## src/rtl/uart_tx_fifo.sv

```systemverilog
// uart_tx_fifo: memory-mapped UART transmitter with a byte FIFO, programmable bit divider and frame format.
// Divider and format are copied into frame-local registers at pop time, so register writes only affect later frames.
package uart_tx_fifo_pkg;
   typedef struct packed {
      logic        mem_valid;
      logic [31:0] mem_addr;
      logic [7:0]  mem_wstrb;
      logic [63:0] mem_wdata;
   } mem_in_type;
   typedef struct packed {
      logic [63:0] mem_rdata;
      logic        mem_error;
      logic        mem_ready;
   } mem_out_type;
endpackage

module uart_tx_fifo
   import uart_tx_fifo_pkg::*;
#(
   parameter int clock_rate = 868,
   parameter int fifo_depth = 16
) (
   input  logic        reset,
   input  logic        clock,
   input  mem_in_type  uart_in,
   output mem_out_type uart_out,
   output logic        tx_irq,
   output logic        tx
);
   localparam int aw = $clog2(fifo_depth);
   typedef enum logic [2:0] {IDLE, START, DATA, PARITY, STOP} state_t;
   logic [7:0] fifo_mem [fifo_depth];
   logic [aw-1:0] wr_ptr, rd_ptr;
   logic [8:0] count;
   logic [31:0] div, f_div, cnt;
   logic parity_en, parity_odd, two_stop, irq_en;
   logic [7:0] watermark, shift;
   logic f_parity_en, f_two_stop, f_parity;
   logic [2:0] bit_idx;
   state_t state, state_next;
   logic wr, sel_data, sel_status, sel_div, sel_ctrl, full, empty, push, pop, bit_end, err;
   logic [63:0] status, rdata;
   logic unused_bits;

   assign unused_bits = ^uart_in.mem_wdata[63:32];

   always_comb begin
      wr = |uart_in.mem_wstrb;
      sel_data = uart_in.mem_addr == 32'd0;
      sel_status = uart_in.mem_addr == 32'd8;
      sel_div = uart_in.mem_addr == 32'd16;
      sel_ctrl = uart_in.mem_addr == 32'd24;
      full = count == 9'(fifo_depth);
      empty = count == 9'd0;
      status = {47'd0, count, 5'd0, state != IDLE, full, empty};
      err = uart_in.mem_valid & (sel_data ? (!wr | full) : sel_status ? wr : !(sel_div | sel_ctrl));
      push = uart_in.mem_valid & wr & sel_data & !full;
      rdata = (!uart_in.mem_valid | wr | err) ? 64'd0 : sel_status ? status : sel_div ? {32'd0, div} :
              {48'd0, watermark, 4'd0, irq_en, two_stop, parity_odd, parity_en};
   end

   // bit_idx counts data bits in DATA and stop bits in STOP; it clears on every state change
   always_comb begin
      state_next = state;
      pop = 1'b0;
      bit_end = cnt == f_div;
      case (state)
         IDLE: begin
            state_next = empty ? IDLE : START;
            pop = !empty;
         end
         START: state_next = bit_end ? DATA : START;
         DATA: state_next = (bit_end && bit_idx == 3'd7) ? (f_parity_en ? PARITY : STOP) : DATA;
         PARITY: state_next = bit_end ? STOP : PARITY;
         STOP: state_next = (bit_end && (bit_idx[0] || !f_two_stop)) ? IDLE : STOP;
         default: state_next = IDLE;
      endcase
      tx = state == START ? 1'b0 : state == DATA ? shift[0] : state == PARITY ? f_parity : 1'b1;
   end

   always_ff @(posedge clock) begin
      if (!reset) begin
         state <= IDLE;
         cnt <= 32'd0;
         bit_idx <= 3'd0;
         wr_ptr <= '0;
         rd_ptr <= '0;
         count <= 9'd0;
         div <= 32'(clock_rate);
         parity_en <= 1'b0;
         parity_odd <= 1'b0;
         two_stop <= 1'b0;
         irq_en <= 1'b0;
         watermark <= 8'd0;
         tx_irq <= 1'b0;
         uart_out <= '0;
      end else begin
         state <= state_next;
         cnt <= (state == IDLE || bit_end) ? 32'd0 : cnt + 32'd1;
         bit_idx <= state != state_next ? 3'd0 : bit_idx + 3'(bit_end);
         wr_ptr <= wr_ptr + aw'(push);
         rd_ptr <= rd_ptr + aw'(pop);
         count <= count + 9'(push) - 9'(pop);
         if (uart_in.mem_valid && wr && sel_div)
            div <= uart_in.mem_wdata[31:0];
         if (uart_in.mem_valid && wr && sel_ctrl) begin
            parity_en <= uart_in.mem_wdata[0];
            parity_odd <= uart_in.mem_wdata[1];
            two_stop <= uart_in.mem_wdata[2];
            irq_en <= uart_in.mem_wdata[3];
            watermark <= uart_in.mem_wdata[15:8];
         end
         tx_irq <= irq_en & (count <= {1'b0, watermark});
         uart_out.mem_ready <= uart_in.mem_valid;
         uart_out.mem_error <= err;
         uart_out.mem_rdata <= rdata;
      end
   end

   always_ff @(posedge clock) begin
      if (push)
         fifo_mem[wr_ptr] <= uart_in.mem_wdata[7:0];
      if (pop) begin
         shift <= fifo_mem[rd_ptr];
         f_div <= div;
         f_parity_en <= parity_en;
         f_two_stop <= two_stop;
         f_parity <= ^fifo_mem[rd_ptr] ^ parity_odd;
      end else if (state == DATA && bit_end)
         shift <= shift >> 1;
   end
endmodule

```

## config.mk

```make
export PLATFORM = sky130hd
export DESIGN_NAME = uart_tx_fifo
export DESIGN_NICKNAME = d
export VERILOG_FILES = /design/src/rtl/uart_tx_fifo.sv
export SDC_FILE = /design/constraint.sdc
export NUM_CORES = 1
export LEC_CHECK = 0
export ABC_CLOCK_PERIOD_IN_PS = 6960
export CAP_MARGIN = 10
export CORE_ASPECT_RATIO = 1.2
export CORE_MARGIN = 4
export CORE_UTILIZATION = 45
export CTS_CLUSTER_DIAMETER = 40
export CTS_CLUSTER_SIZE = 40
export DETAILED_ROUTE_END_ITERATION = 8
export GPL_TIMING_DRIVEN = 0
export HOLD_SLACK_MARGIN = 0.05
export PLACE_DENSITY_LB_ADDON = 0.05
export SLEW_MARGIN = 20
export SYNTH_ARGS = -nofsm -noshare
export SYNTH_HDL_FRONTEND = slang
export SYNTH_SLANG_ARGS = --single-unit
export TNS_END_PERCENT = 30
```

## constraint.sdc

```tcl
create_clock -name clock -period 6.96 [get_ports clock]
set_input_delay 0.696 -clock clock [delete_from_list [all_inputs] [get_ports clock]]
set_output_delay 0.696 -clock clock [all_outputs]
set_load 0.05 [all_outputs]
```

==> metrics.csv <==
stage;metric;value;unit
finish;final_common_cell;edfxtp_1;
die;core;27330;sq um
clocking;post-cts-setup-buffers;0;
drt;drc;0;
synthesis;yosys_warnings;0;
synthesis;synth_seq_cells;305;
finish;area_delta_synth_final;24.70;%
flow_run;drv_cap;0;
drt;ant_nets;0;
clocking;cts_buffers;38;
critical_path;cp_slowest_cell;or4_1;
power_and_ir_drop;intPower;3672;uW
finish;fin_nets;1307;
power_and_ir_drop;p_switching;1251;uW
sta;hold_viol;0;
critical_path;critPathKind;input port to flip-flop;
drt;vias;7798;
sta;period_needed;4.062;ns
sta;tns;0;ns
hold_path;min_path_type;flip-flop to flip-flop;
synthesis;synthCells;985;
sta;maxSlewViolCount;0;
critical_path;cpPeakStageDelay;0.52;ns
synthesis;syn_area;12590;sq um
hold_path;min_from;div[6];
die;die_w;160.7;microns
die;start_util;46.06;%
finish;drive_above_1_share;13.75;%
hold_path;whs_endpoint;f_div[6];
die;die_h;191.2;microns
grt;track_usage;18.78;%
clocking;cts_tree;built;
clocking;clkSlewWorstSetupHoldPaths;0.06;ns
clocking;clock_path_buffers;3;
critical_path;end_kind;flip-flop;
place;place.gp.congestion;0.8501;
critical_path;critPathLaunchType;input port;
finish;fillers;2283;
sta;finClkSkew;0.01251;ns
power_and_ir_drop;peakVddDrop;0.2382;mV
hold_path;holdPathStages;0;
status;status;complete, no violations;
power_and_ir_drop;powerDensity;313.6;nW/um^2
critical_path;worstPathArrival;4.44;ns
sta;tightest_slew;0.9486;ns
sta;rsz0062_at_grt;no;
sta;setup_violations;0;
finish;diodes;0;
critical_path;rr_endpoint;count[8];
drt;wl_per_cell;18.49;microns
synthesis;yosysUniqueCellTypes;55;
drt;vias_per_cell;4.954;
power_and_ir_drop;power.share.switching;25.41;%
critical_path;rr_worst_depth;18;
critical_path;reg2reg_slack;3.10;ns
finish;final_util;57.43;%
finish;final_cell_mix;edfxtp_1, dfxtp_1, clkdlybuf4s50_1;
power_and_ir_drop;p_leak;0.005550;uW
grt;grt_pass1_vias;7856;
sta;whs;0.4500;ns
synthesis;synth.area.top_cells;edfxtp_1, dfxtp_1, mux4_2;
critical_path;crit_fanout;4;
synthesis;ys_async_sr_fraction;0;%
synthesis;synth_edf_count;171;
sta;fin_crit_sh;58.36;%
place;port_buffers;110;
synthesis;synth_top_area_share;40.79;%
power_and_ir_drop;clkPwrFrac;40.6;%
clocking;clkSinkCount;305;
synthesis;ys.flop_type;edfxtp_1;
power_and_ir_drop;combinationalPowerShare;17.3;%
die;die-area;30730;sq um
drt;dr.pass1.iters;5;
sta;slew_headroom;36.52;%
clocking;cts_max_level;2;
critical_path;cp.required;7.33;ns
die;rows;66;
clocking;hold_buffers;0;
critical_path;crit_path_frequent_cell;a21oi_1;
critical_path;rr_startpoint;count[7];
grt;grt_max_degree;22;
clocking;cts_resized;0;
clocking;worstSkewPairLatency;0.52;ns
synthesis;synth_area_leader_cell;edfxtp_1;
drt;wl;29100;microns
clocking;cts.root.buffer_cell;clkbuf_16;
die;io_pins;175;
critical_path;worstSetupStartpoint;uart_in[65];
place;dp_hpwl;21260;microns
grt;antenna_found_initial;0;
critical_path;crit_chain;clkdlybuf4s50_1 -> or4_1 -> nor2_1 -> nor2b_1 -> nand4b_1 -> ha_1 -> inv_1 -> ha_1 -> inv_1 -> fa_1 -> nand2b_1 -> a21oi_1 -> o21ai_1 -> a21oi_1 -> o21ai_1 -> a21oi_1 -> or3_1 -> a21oi_1;
sta;fmax;246.2;MHz
synthesis;postSynthAreaPerCell;12.78;sq um
synthesis;ys_seq_area_share;62.10;%
grt;overflow;0;
drt;drt_iter0_drc;374;
grt;grt_pass1_wl;44630;microns
power_and_ir_drop;power_frac_seq;42.1;%
cell usage after synthesis (3+ instances only):
| library cell | count |
|---|---|
| edfxtp_1 | 171 |
| dfxtp_1 | 134 |
| nor2_1 | 96 |
| nand2_1 | 87 |
| xor2_1 | 48 |
| a21oi_1 | 42 |
| mux4_2 | 36 |
| and2_1 | 33 |
| buf_4 | 32 |
| clkbuf_1 | 31 |
| inv_1 | 28 |
| ha_1 | 27 |
| xnor2_1 | 26 |
| mux2i_1 | 24 |
| nand3_1 | 20 |
| nor4_1 | 15 |
| nand4_1 | 13 |
| nor3_1 | 13 |
| a211oi_1 | 11 |
| a22oi_1 | 10 |
| nor2b_1 | 9 |
| o21ai_0 | 8 |
| mux2_2 | 7 |
| or3_1 | 7 |
| o21a_1 | 6 |
| and3_1 | 5 |
| buf_2 | 5 |
| nand2b_1 | 4 |
| buf_6 | 3 |
| o21ai_1 | 3 |
logic make-up after synthesis:
family                   Yosys count  share of synthesized area [%]
flip-flops                       305                          62.09
buffers and inverters            102                          4.353
other                              1                        0.02979
AND/OR/NAND/NOR                  317                          12.02
AO/OA/AOI/OAI                     89                          4.283
adder cells (fa/ha/maj)           28                          2.842
multiplexers                      67                          8.974
XOR/XNOR                          76                          5.406
through the flow:
stage | cell area (sq um) | instances | setup WS [ns] | power (uW)
2_1_floorplan | 12710 | 1016 | 1.935 | 2726
3_3_place_gp | 14270 | 1500 | 0.3159 | 2946
3_5_place_dp | 14390 | 1506 | 2.388 | 2969
4_1_cts | 15700 | 1574 | 2.911 | 4978
5_1_grt | 15700 | 1574 | 2.557 | 5153
6_report | 15700 | 1574 | 2.898 | 4924
worst max-delay path, delay by kind of cell:
kind            cells  cell delay (ns)
buf+inv             3             0.50
compound gates      6             0.88
fa+ha+maj           3             0.82
simple gates        6             1.52
worst max path at each step:
| stage | endpoint | depth (start not counted) |
|---|---|---|
| floorplan | count[8] | 18 |
| global placement | count[8] | 18 |
| detailed placement | count[8] | 18 |
| CTS | count[8] | 18 |
| global route | count[8] | 18 |
| finish | count[8] | 18 |
power groups by stage:
stage | registers (uW) | clock network, uW | logic (uW)
4_1_cts | 2070 | 2040 | 864
3_3_place_gp | 2120 | 0 | 830
5_1_grt | 2080 | 2130 | 944
3_5_place_dp | 2110 | 0 | 859
2_1_floorplan | 2090 | 0 | 634
6_report | 2070 | 2000 | 853
per-layer routing:
metal  GRT usage [%]  share of wire, %
met5               0                 0
met4           4.857               1.8
met3           2.847               3.6
met2           35.10                53
met1           22.67                41
area by class of cell:
class	instances	area, sq um	area share [%]
plain buffers	73	439.2	2.797
clock buffers	44	1005	6.400
clock inverters	24	301.5	1.921
inverters	29	108.9	0.6934
multi-input cells	609	4373	27.86
flip-flops and latches	305	7818	49.80
well taps	374	467.9	2.981
repair buffers	116	1186	7.556
registers in the layout, indices dropped and copies added (netlist names), 8 cells and up:
signal and cells:
cnt 32, count 9, div 32, f_div 32
fifo_mem 128, shift 8, uart_out 34, watermark 8
Power figures use the tool's default switching activity.
